### config.mk
export PLATFORM = sky130hd
export DESIGN_NAME = buffer_read_ctrl_flat
export DESIGN_NICKNAME = d
export VERILOG_FILES = /design/src/rtl/buffer_read_ctrl_if.sv /design/src/rtl/buffer_read_ctrl.sv /design/src/flat_wrapper.sv
export SDC_FILE = /design/constraint.sdc
export NUM_CORES = 1
export LEC_CHECK = 0
export ABC_CLOCK_PERIOD_IN_PS = 2700
export BUFFER_PORTS_ARGS = -buffer_cell sky130_fd_sc_hd__buf_4
export CORE_UTILIZATION = 49
export CTS_BUF_LIST = sky130_fd_sc_hd__clkbuf_4
export DETAILED_ROUTE_END_ITERATION = 8
export GPL_ROUTABILITY_DRIVEN = 0
export GPL_TIMING_DRIVEN = 0
export PLACE_DENSITY = 0.77
export SETUP_SLACK_MARGIN = 0.1
export SLEW_MARGIN = 25
export SYNTH_ARGS = -nofsm -noshare
export SYNTH_HDL_FRONTEND = slang
export SYNTH_SLANG_ARGS = --single-unit
### constraint.sdc
create_clock -name clock -period 2.7 [get_ports clock]
set_clock_uncertainty 0.05 [all_clocks]
set_input_delay 0.135 -clock clock [delete_from_list [all_inputs] [get_ports clock]]
set_output_delay 0.135 -clock clock [all_outputs]
set_load 0.01 [all_outputs]
### src/rtl/buffer_read_ctrl_if.sv
// Handshake/bus bundle between the raw-hits fence buffer readout controller
// and its neighbours (sequencer, fence queue writer, raw-hits RAM).
interface buffer_read_ctrl_if #(
    parameter int MXTBIN   = 5,
    parameter int RAM_ADRB = 11,
    parameter int MXBADR   = 11,
    parameter int MXBDATA  = 32
);
    // Sequencer / fence queue side
    logic [MXTBIN-1:0]   fifo_tbins;
    logic [MXTBIN-1:0]   fifo_pretrig;
    logic                rd_start;
    logic                buf_q_empty;
    logic [MXBADR-1:0]   buf_queue_adr;
    logic [MXBDATA-1:0]  buf_queue_data;

    // RAM read port and readout status
    logic                fifo_ren;
    logic [RAM_ADRB-1:0] fifo_radr;
    logic                rd_valid;
    logic [MXTBIN-1:0]   rd_tbin;
    logic [MXBDATA-1:0]  rd_event_data;
    logic                rd_busy;
    logic                rd_done;
    logic                buf_pop;
    logic [MXBADR-1:0]   buf_pop_adr;
    logic                rd_start_err;

    // Controller view
    modport slave (
        input  fifo_tbins, fifo_pretrig, rd_start, buf_q_empty, buf_queue_adr, buf_queue_data,
        output fifo_ren, fifo_radr, rd_valid, rd_tbin, rd_event_data, rd_busy, rd_done,
               buf_pop, buf_pop_adr, rd_start_err
    );

    // Requester / environment view
    modport master (
        output fifo_tbins, fifo_pretrig, rd_start, buf_q_empty, buf_queue_adr, buf_queue_data,
        input  fifo_ren, fifo_radr, rd_valid, rd_tbin, rd_event_data, rd_busy, rd_done,
               buf_pop, buf_pop_adr, rd_start_err
    );
endinterface

### src/rtl/buffer_read_ctrl.sv
// Readout controller for the raw-hits fence buffer: takes the head fence on a
// sequencer request, sweeps the programmed tbins through the RAM read port with
// latency-aligned valid/tbin tags, then releases the fence.
module buffer_read_ctrl #(
    parameter int MXTBIN          = 5,
    parameter int RAM_ADRB        = 11,
    parameter int MXBADR          = 11,
    parameter int MXBDATA         = 32,
    parameter int READ_ADR_OFFSET = 6,
    parameter int RAM_LATENCY     = 2
) (
    input  logic              clock,
    input  logic              ttc_resync,
    buffer_read_ctrl_if.slave bus
);
    localparam int DRAIN_W = (RAM_LATENCY < 2) ? 1 : $clog2(RAM_LATENCY + 1);

    typedef enum logic [2:0] {
        S_IDLE   = 3'd0,
        S_LATCH  = 3'd1,
        S_READ   = 3'd2,
        S_DRAIN  = 3'd3,
        S_POP    = 3'd4,
        S_SETTLE = 3'd5
    } state_t;

    state_t               state_q, state_d;
    logic [MXTBIN-1:0]    tbins_q;
    logic [MXTBIN-1:0]    tbin_q;
    logic [RAM_ADRB-1:0]  start_adr_q;
    logic [MXBADR-1:0]    pop_adr_q;
    logic [MXBADR-1:0]    last_pop_q;
    logic [MXBDATA-1:0]   event_data_q;
    logic [RAM_ADRB-1:0]  radr_hold_q;
    logic [DRAIN_W-1:0]   drain_q;
    logic                 err_q;
    logic [RAM_LATENCY-1:0] valid_sr_q;
    logic [MXTBIN-1:0]    tbin_sr_q [RAM_LATENCY];

    logic                 read_last;
    logic                 drain_last;
    logic [RAM_ADRB-1:0]  cur_radr;

    assign read_last  = (tbin_q == (tbins_q - MXTBIN'(1)));
    assign drain_last = (drain_q == DRAIN_W'(RAM_LATENCY - 1));
    assign cur_radr   = start_adr_q + RAM_ADRB'(tbin_q);

    // State register; resync aborts any event in flight without a pop
    always_ff @(posedge clock or posedge ttc_resync) begin
        if (ttc_resync) state_q <= S_IDLE;
        else            state_q <= state_d;
    end

    // Next-state: one event at a time, requests outside idle are dropped
    always_comb begin
        state_d = state_q;
        case (state_q)
            S_IDLE:   if (bus.rd_start && !bus.buf_q_empty) state_d = S_LATCH;
            S_LATCH:  state_d = (bus.fifo_tbins == '0) ? S_POP : S_READ;
            S_READ:   if (read_last) state_d = S_DRAIN;
            S_DRAIN:  if (drain_last) state_d = S_POP;
            S_POP:    state_d = S_SETTLE;
            S_SETTLE: state_d = S_IDLE;
            default:  state_d = S_IDLE;
        endcase
    end

    // Outputs decoded from state; address ports hold their last value when idle
    always_comb begin
        bus.fifo_ren    = (state_q == S_READ);
        bus.fifo_radr   = (state_q == S_READ) ? cur_radr : radr_hold_q;
        bus.buf_pop     = (state_q == S_POP);
        bus.rd_done     = (state_q == S_POP);
        bus.buf_pop_adr = (state_q == S_POP) ? pop_adr_q : last_pop_q;
        bus.rd_busy     = (state_q != S_IDLE);
        bus.rd_valid    = valid_sr_q[RAM_LATENCY-1];
        bus.rd_tbin     = tbin_sr_q[RAM_LATENCY-1];
        bus.rd_event_data = event_data_q;
        bus.rd_start_err  = err_q;
    end

    // Event capture, tbin/drain counters and held addresses
    always_ff @(posedge clock or posedge ttc_resync) begin
        if (ttc_resync) begin
            tbins_q      <= '0;
            tbin_q       <= '0;
            start_adr_q  <= '0;
            pop_adr_q    <= '0;
            last_pop_q   <= '0;
            event_data_q <= '0;
            radr_hold_q  <= '0;
            drain_q      <= '0;
        end else begin
            if (state_q == S_LATCH) begin
                tbins_q      <= bus.fifo_tbins;
                tbin_q       <= '0;
                pop_adr_q    <= bus.buf_queue_adr;
                event_data_q <= bus.buf_queue_data;
                // First tbin address wraps around the RAM, no saturation
                start_adr_q  <= RAM_ADRB'(bus.buf_queue_adr) - RAM_ADRB'(READ_ADR_OFFSET)
                                - RAM_ADRB'(bus.fifo_pretrig);
            end
            if (state_q == S_READ) begin
                tbin_q      <= tbin_q + MXTBIN'(1);
                radr_hold_q <= cur_radr;
                drain_q     <= '0;
            end
            if (state_q == S_DRAIN) drain_q <= drain_q + DRAIN_W'(1);
            if (state_q == S_POP)   last_pop_q <= pop_adr_q;
        end
    end

    // Sticky error: request while queue empty or while an event is in progress
    always_ff @(posedge clock or posedge ttc_resync) begin
        if (ttc_resync) err_q <= 1'b0;
        else if (bus.rd_start && (state_q != S_IDLE || bus.buf_q_empty)) err_q <= 1'b1;
    end

    // Delay read enable and tbin tag to line up with RAM data out
    always_ff @(posedge clock or posedge ttc_resync) begin
        if (ttc_resync) begin
            valid_sr_q <= '0;
            for (int i = 0; i < RAM_LATENCY; i++) tbin_sr_q[i] <= '0;
        end else begin
            valid_sr_q[0] <= bus.fifo_ren;
            tbin_sr_q[0]  <= bus.fifo_ren ? tbin_q : '0;
            for (int i = 1; i < RAM_LATENCY; i++) begin
                valid_sr_q[i] <= valid_sr_q[i-1];
                tbin_sr_q[i]  <= tbin_sr_q[i-1];
            end
        end
    end
endmodule

### src/flat_wrapper.sv
// flat-port wrapper written by rule: the top's interface ports become plain ports
module buffer_read_ctrl_flat 
#(
    parameter int MXTBIN          = 5,
    parameter int RAM_ADRB        = 11,
    parameter int MXBADR          = 11,
    parameter int MXBDATA         = 32,
    parameter int READ_ADR_OFFSET = 6,
    parameter int RAM_LATENCY     = 2
)
  (clock, ttc_resync, bus_fifo_tbins, bus_fifo_pretrig, bus_rd_start, bus_buf_q_empty, bus_buf_queue_adr, bus_buf_queue_data, bus_fifo_ren, bus_fifo_radr, bus_rd_valid, bus_rd_tbin, bus_rd_event_data, bus_rd_busy, bus_rd_done, bus_buf_pop, bus_buf_pop_adr, bus_rd_start_err);
  buffer_read_ctrl_if #(.MXTBIN(MXTBIN), .RAM_ADRB(RAM_ADRB), .MXBADR(MXBADR), .MXBDATA(MXBDATA)) bus_i ();
  input  logic clock;
  input  logic ttc_resync;
  input wire logic [$bits(bus_i.fifo_tbins)-1:0] bus_fifo_tbins;
  input wire logic [$bits(bus_i.fifo_pretrig)-1:0] bus_fifo_pretrig;
  input wire logic [$bits(bus_i.rd_start)-1:0] bus_rd_start;
  input wire logic [$bits(bus_i.buf_q_empty)-1:0] bus_buf_q_empty;
  input wire logic [$bits(bus_i.buf_queue_adr)-1:0] bus_buf_queue_adr;
  input wire logic [$bits(bus_i.buf_queue_data)-1:0] bus_buf_queue_data;
  output wire logic [$bits(bus_i.fifo_ren)-1:0] bus_fifo_ren;
  output wire logic [$bits(bus_i.fifo_radr)-1:0] bus_fifo_radr;
  output wire logic [$bits(bus_i.rd_valid)-1:0] bus_rd_valid;
  output wire logic [$bits(bus_i.rd_tbin)-1:0] bus_rd_tbin;
  output wire logic [$bits(bus_i.rd_event_data)-1:0] bus_rd_event_data;
  output wire logic [$bits(bus_i.rd_busy)-1:0] bus_rd_busy;
  output wire logic [$bits(bus_i.rd_done)-1:0] bus_rd_done;
  output wire logic [$bits(bus_i.buf_pop)-1:0] bus_buf_pop;
  output wire logic [$bits(bus_i.buf_pop_adr)-1:0] bus_buf_pop_adr;
  output wire logic [$bits(bus_i.rd_start_err)-1:0] bus_rd_start_err;
  assign bus_i.fifo_tbins = bus_fifo_tbins;
  assign bus_i.fifo_pretrig = bus_fifo_pretrig;
  assign bus_i.rd_start = bus_rd_start;
  assign bus_i.buf_q_empty = bus_buf_q_empty;
  assign bus_i.buf_queue_adr = bus_buf_queue_adr;
  assign bus_i.buf_queue_data = bus_buf_queue_data;
  assign bus_fifo_ren = bus_i.fifo_ren;
  assign bus_fifo_radr = bus_i.fifo_radr;
  assign bus_rd_valid = bus_i.rd_valid;
  assign bus_rd_tbin = bus_i.rd_tbin;
  assign bus_rd_event_data = bus_i.rd_event_data;
  assign bus_rd_busy = bus_i.rd_busy;
  assign bus_rd_done = bus_i.rd_done;
  assign bus_buf_pop = bus_i.buf_pop;
  assign bus_buf_pop_adr = bus_i.buf_pop_adr;
  assign bus_rd_start_err = bus_i.rd_start_err;
  buffer_read_ctrl #(.MXTBIN(MXTBIN), .RAM_ADRB(RAM_ADRB), .MXBADR(MXBADR), .MXBDATA(MXBDATA), .READ_ADR_OFFSET(READ_ADR_OFFSET), .RAM_LATENCY(RAM_LATENCY)) u_core (.clock(clock), .ttc_resync(ttc_resync), .bus(bus_i));
endmodule
==> results list <==
* Number of vias per cell after detailed routing: ~5.1
* Proportion of power drawn by the clock network: 11.4%
- The number of global-route vias before repair was 4104.
- The number of nets in the synthesized netlist is roughly 560.
- Post-DP HPWL: 7847 um
- In the synthesized netlist, the cells that appear most often are sky130_fd_sc_hd__nand2_1 (165), sky130_fd_sc_hd__dfrtp_1 (104), sky130_fd_sc_hd__o21ai_0 (34).
- Setup slack on the critical path of the routed design comes to -0.05533 ns.
- For the pin with the worst max-slew slack, the measured transition is between 0.8 and 0.9 ns.
- The floorplan step set the die width to ~100 um.
- The run finished, with violations left.
* Pin count of the biggest net entering global routing: 33
* Max VDD drop: between 0.0004 and 0.0005 V
- Count of routing violations after the opening detailed-route iteration: between 200 and 250
- Max_slew headroom: about 43%
* Cell breakdown of the critical path: ha_2 -> buf_4 -> buf_6 -> a211oi_4 -> buf_4 -> nor2_2 -> o31ai_2 -> xnor2_1 -> o21ai_1 -> buf_4
* Register bit count reported by yosys: 104
- The H-tree was split into 3 levels.
- Of the total power, registers draw 38.8%.
- For this run, the leading register cell type out of synthesis is sky130_fd_sc_hd__dfrtp_1.
- Clock tree from TritonCTS: done
- Maximum net fanout on the critical path: 2
- Wire length per cell: approximately 15 um
- Number of top-level pins: between 100 and 150
- With fillers left out, the area of the finished cells amounts to 6720 um2.
* Share of synthesized area occupied by flip-flops and latches: between 50% and 60%
- Counting I/O delays and the setup requirement, the final critical path takes roughly 2.8 ns.
- Clock net sink count: approximately 100
- Total wirelength of the detailed-routed design: between 10000 and 15000 um
- Unrepaired setup endpoints after global routing: true
* Number of fill cells in the layout: 665
- From bottom edge to top edge, the die measures 99.95 um.
- Share of flip-flops with an asynchronous set or reset: 100.0%
- Number of buffer and inverter instances along the worst setup path: 4
- Tot GR Track Use: 24.85%
* Number of antenna violations at the first check in global routing: 0
- Count of different cell masters after synthesis: 47
* P&R area growth vs syn: 42.96%
- CTS clock-pin slew for the worst setup and hold paths: roughly 0.17 ns
- Once placement finished, the instance area stood at 5862 um2.
- Among all cell types in the netlist, the one instantiated most often is sky130_fd_sc_hd__nand2_1.
- Worst Setup End Kind: output pin
- Portion of synthesized cell area occupied by the leading cell type: between 50% and 60%
* Register area: around 2600 um2
- The multi-input combinational cells in the finished layout cover a total of approximately 1900 um2.
- The region available for standard cell placement spans approximately 9300 um2.
- Count of inserted antenna diode cells: 0
- In this run the core area contains 35 standard-cell rows.
* Maximum buffer depth of the clock tree: 2
- For this run, the number of standard cells in the final layout without fillers is a little over 800.
- Full die area: ~10000 um2
- In this run switching power makes up between 30% and 40% of total power.
* Number of enable-type register cells in the synthesized netlist: 0
* Netlist area before placement: 4701 um2
- Gate count after technology mapping: roughly 480
- The worst setup path is launched from a flip-flop.
- Clock tree synthesis inserted a total of 9 buffers.
* Share of the clock period used by the worst path after layout: 102.0%
- For this run, the number of Yosys warnings is 0.
- Static timing analysis puts the maximum clock frequency at ~0.36 GHz.
* Fin nets: between 700 and 800
- Setup violations remaining at the end of the flow were counted as 1.
- Across all layers, the routed design uses between 4000 and 5000 vias.
- The first global-routing pass estimated 19400 um of wire.
* Leakage power figure: between 3 and 4 nW
- Global routing finished with a remaining overflow of 0.
* Routed Antenna Nets: 0
- Master cell of the clock root buffer: sky130_fd_sc_hd__clkbuf_4
- A synthesized cell averages about 9.7 um2.
- Summed over all instances, the cell type with the most area after synthesis is sky130_fd_sc_hd__dfrtp_1.
- DRC violation count after routing: 0
- By area the synthesized netlist is led by sky130_fd_sc_hd__dfrtp_1 (55%), sky130_fd_sc_hd__nand2_1 (13%), sky130_fd_sc_hd__ha_1 (4.8%), sky130_fd_sc_hd__o21ai_0 (3.6%), sky130_fd_sc_hd__mux2_2 (2.9%).
- Dividing total power by cell area gives a power density of 1017 nW/um2.
* Initial Util: 50.63%
- The largest individual stage delay along the critical path comes from the cell sky130_fd_sc_hd__dfrtp_1.
- Internal power consumption: ~0.004 W
- The pre-antenna-repair detailed-routing pass consisted of 6 iterations.
* # port buffers: 121
- Pins over their slew limit: 0
* Violations in the final reports: setup timing
- Worst-skew pair later-pin latency: between 0.4 and 0.5 ns
* Maximum Capacitance Violations: 0
* Data arrival time of the worst path: around 2.6 ns
- Critical path's top delay family: compound AO/OA/AOI/OAI gates
* Count of final hold-check violations: 0
- In this design, the stage delay of the slowest critical-path cell is between 0.4 and 0.5 ns.
- Hold/Removal Path Class: in2reg
* Net Switching: roughly 0.0027 W
- Crit path kind: reg2out
- Most common cell on crit path: sky130_fd_sc_hd__buf_4
- Layout cells sized above 1: around 30%
- Placed insts: approximately 740
- Of the total power, combinational logic draws between 40% and 50%.
- Required time at the worst-slack endpoint: between 2 and 3 ns
-- per-layer routing --
| metal | vias up | track usage [%] | share of wire [%] |
|---|---|---|---|
| li1 | 1968 | - | - |
| met1 | 1981 | 30.77 | 41 |
| met2 | 150 | 41.80 | 50 |
| met3 | 37 | 5.153 | 5.4 |
| met4 | 0 | 11.88 | 3.2 |
| met5 | - | 0 | 0 |
-- sequential cells by signal (all words and copies together), names as in the netlist --
| register | count |
|---|---|
| u_core.tbins_q | 5 |
| u_core.valid_sr_q | 2 |
| u_core.start_adr_q | 11 |
| u_core.drain_q | 2 |
| u_core.tbin_q | 5 |
| u_core.bus.rd_start_err | 1 |
| u_core.last_pop_q | 11 |
| u_core.tbin_sr_q | 5 |
| u_core.bus.rd_event_data | 32 |
| u_core.pop_adr_q | 11 |
| u_core.bus.rd_tbin | 5 |
| u_core.radr_hold_q | 11 |
| u_core.state_q | 3 |
-- through the flow --
| stage | utilization [%] | power (W) | hold WS, ns | setup TNS [ns] | worst slack (ns) |
|---|---|---|---|---|---|
| after floorplan | - | 0.004308 | 0.1904 | 0 | 0.5394 |
| after global placement | 62.20 | 0.005468 | 0.2739 | 0 | 0.2442 |
| after detailed placement | 63.14 | 0.005606 | -0.03092 | 0 | 0.2285 |
| after CTS | 70.93 | 0.006551 | 0.01219 | 0 | 0.03084 |
| after global routing | 72.39 | 0.007338 | 0.1600 | -0.4554 | -0.1895 |
| final | 72.39 | 0.006832 | 0.1498 | -0.05533 | -0.05533 |
-- layout by cell type, fill, tap and decap left out, drive strengths merged, types with 4 or more instances in the layout --
cell type	n
xor2	7
clkbuf	21
nand2b	5
mux2i	4
dlygate4sd3	53
and2	5
a21o	4
a21oi	5
mux2	12
nor2	13
xnor2	10
inv	28
nand3	4
dfrtp	104
buf	152
ha	18
nand2	165
o21ai	34
nor3	4
-- worst reg2reg max path: cells and delay by family, from the launching register on --
| kind | cells | cell delay (ns) |
|---|---|---|
| buffers and inverters | 3 | 0.98 |
| and+or+nand+nor | 3 | 0.90 |
| DFF | 1 | 0.39 |
-- timing repair --
action	4_1_cts	5_1_grt
endpoints found under the setup margin	19	13
hold buffers	52	1
resized for setup	17	22
pin swaps	4	11
setup buffers	6	7
endpoints found under the hold margin	159	1
-- final timing paths --
check                                                                end                               from  cells after the start  slack (ns)
worst max register to register   u_core.bus.rd_event_data[2]$_DFFE_PP0P_      u_core.state_q[0]$_DFFE_PP0P_                      6        0.33
min in group asynchronous       u_core.bus.rd_event_data[10]$_DFFE_PP0P_                         ttc_resync                      4        0.57
worst max-delay path                                    bus_fifo_radr[9]  u_core.start_adr_q[0]$_DFFE_PP0P_                     10       -0.06
max in group asynchronous                   u_core.tbin_q[2]$_DFFE_PP0P_                         ttc_resync                      6        1.43
worst min-delay path                   u_core.start_adr_q[2]$_DFFE_PP0P_                bus_fifo_pretrig[1]                      4        0.15
worst min register to register           u_core.bus.rd_tbin[0]$_DFF_PP0_      u_core.tbin_sr_q[5]$_DFF_PP0_                      0        0.32
-- power groups by stage --
stage               combinational (W)  sequential (W)  clock (W)
finish                        0.00340         0.00265   0.000777
global route                  0.00376         0.00272   0.000861
CTS                           0.00314         0.00262   0.000788
detailed placement            0.00294         0.00267          0
global placement              0.00283         0.00264          0
floorplan                     0.00162         0.00268          0
-- cell families (layout without fill, tap and decap cells) --
group | after synthesis | count (layout) | share of synthesized area (%)
and+or+nand+nor | 213 | 213 | 19.08
DFF | 104 | 104 | 55.36
AOI/OAI and AO/OA | 62 | 62 | 7.959
buffers and inverters | 52 | 258 | 5.057
adders and majority gates | 20 | 20 | 5.643
xor gates and xnor gates | 17 | 17 | 3.167
muxes | 16 | 16 | 3.726
-- cell type report --
cell class	count	share of cell area (%)
inverter	25	1.452
timing repair buffer	191	24.39
buffer	26	2.197
clock buffer	9	1.005
sequential	104	38.80
multi-input combinational	328	28.84
tap	129	2.402
clock inverter	7	0.9123
(Power assumes the default switching activity.)
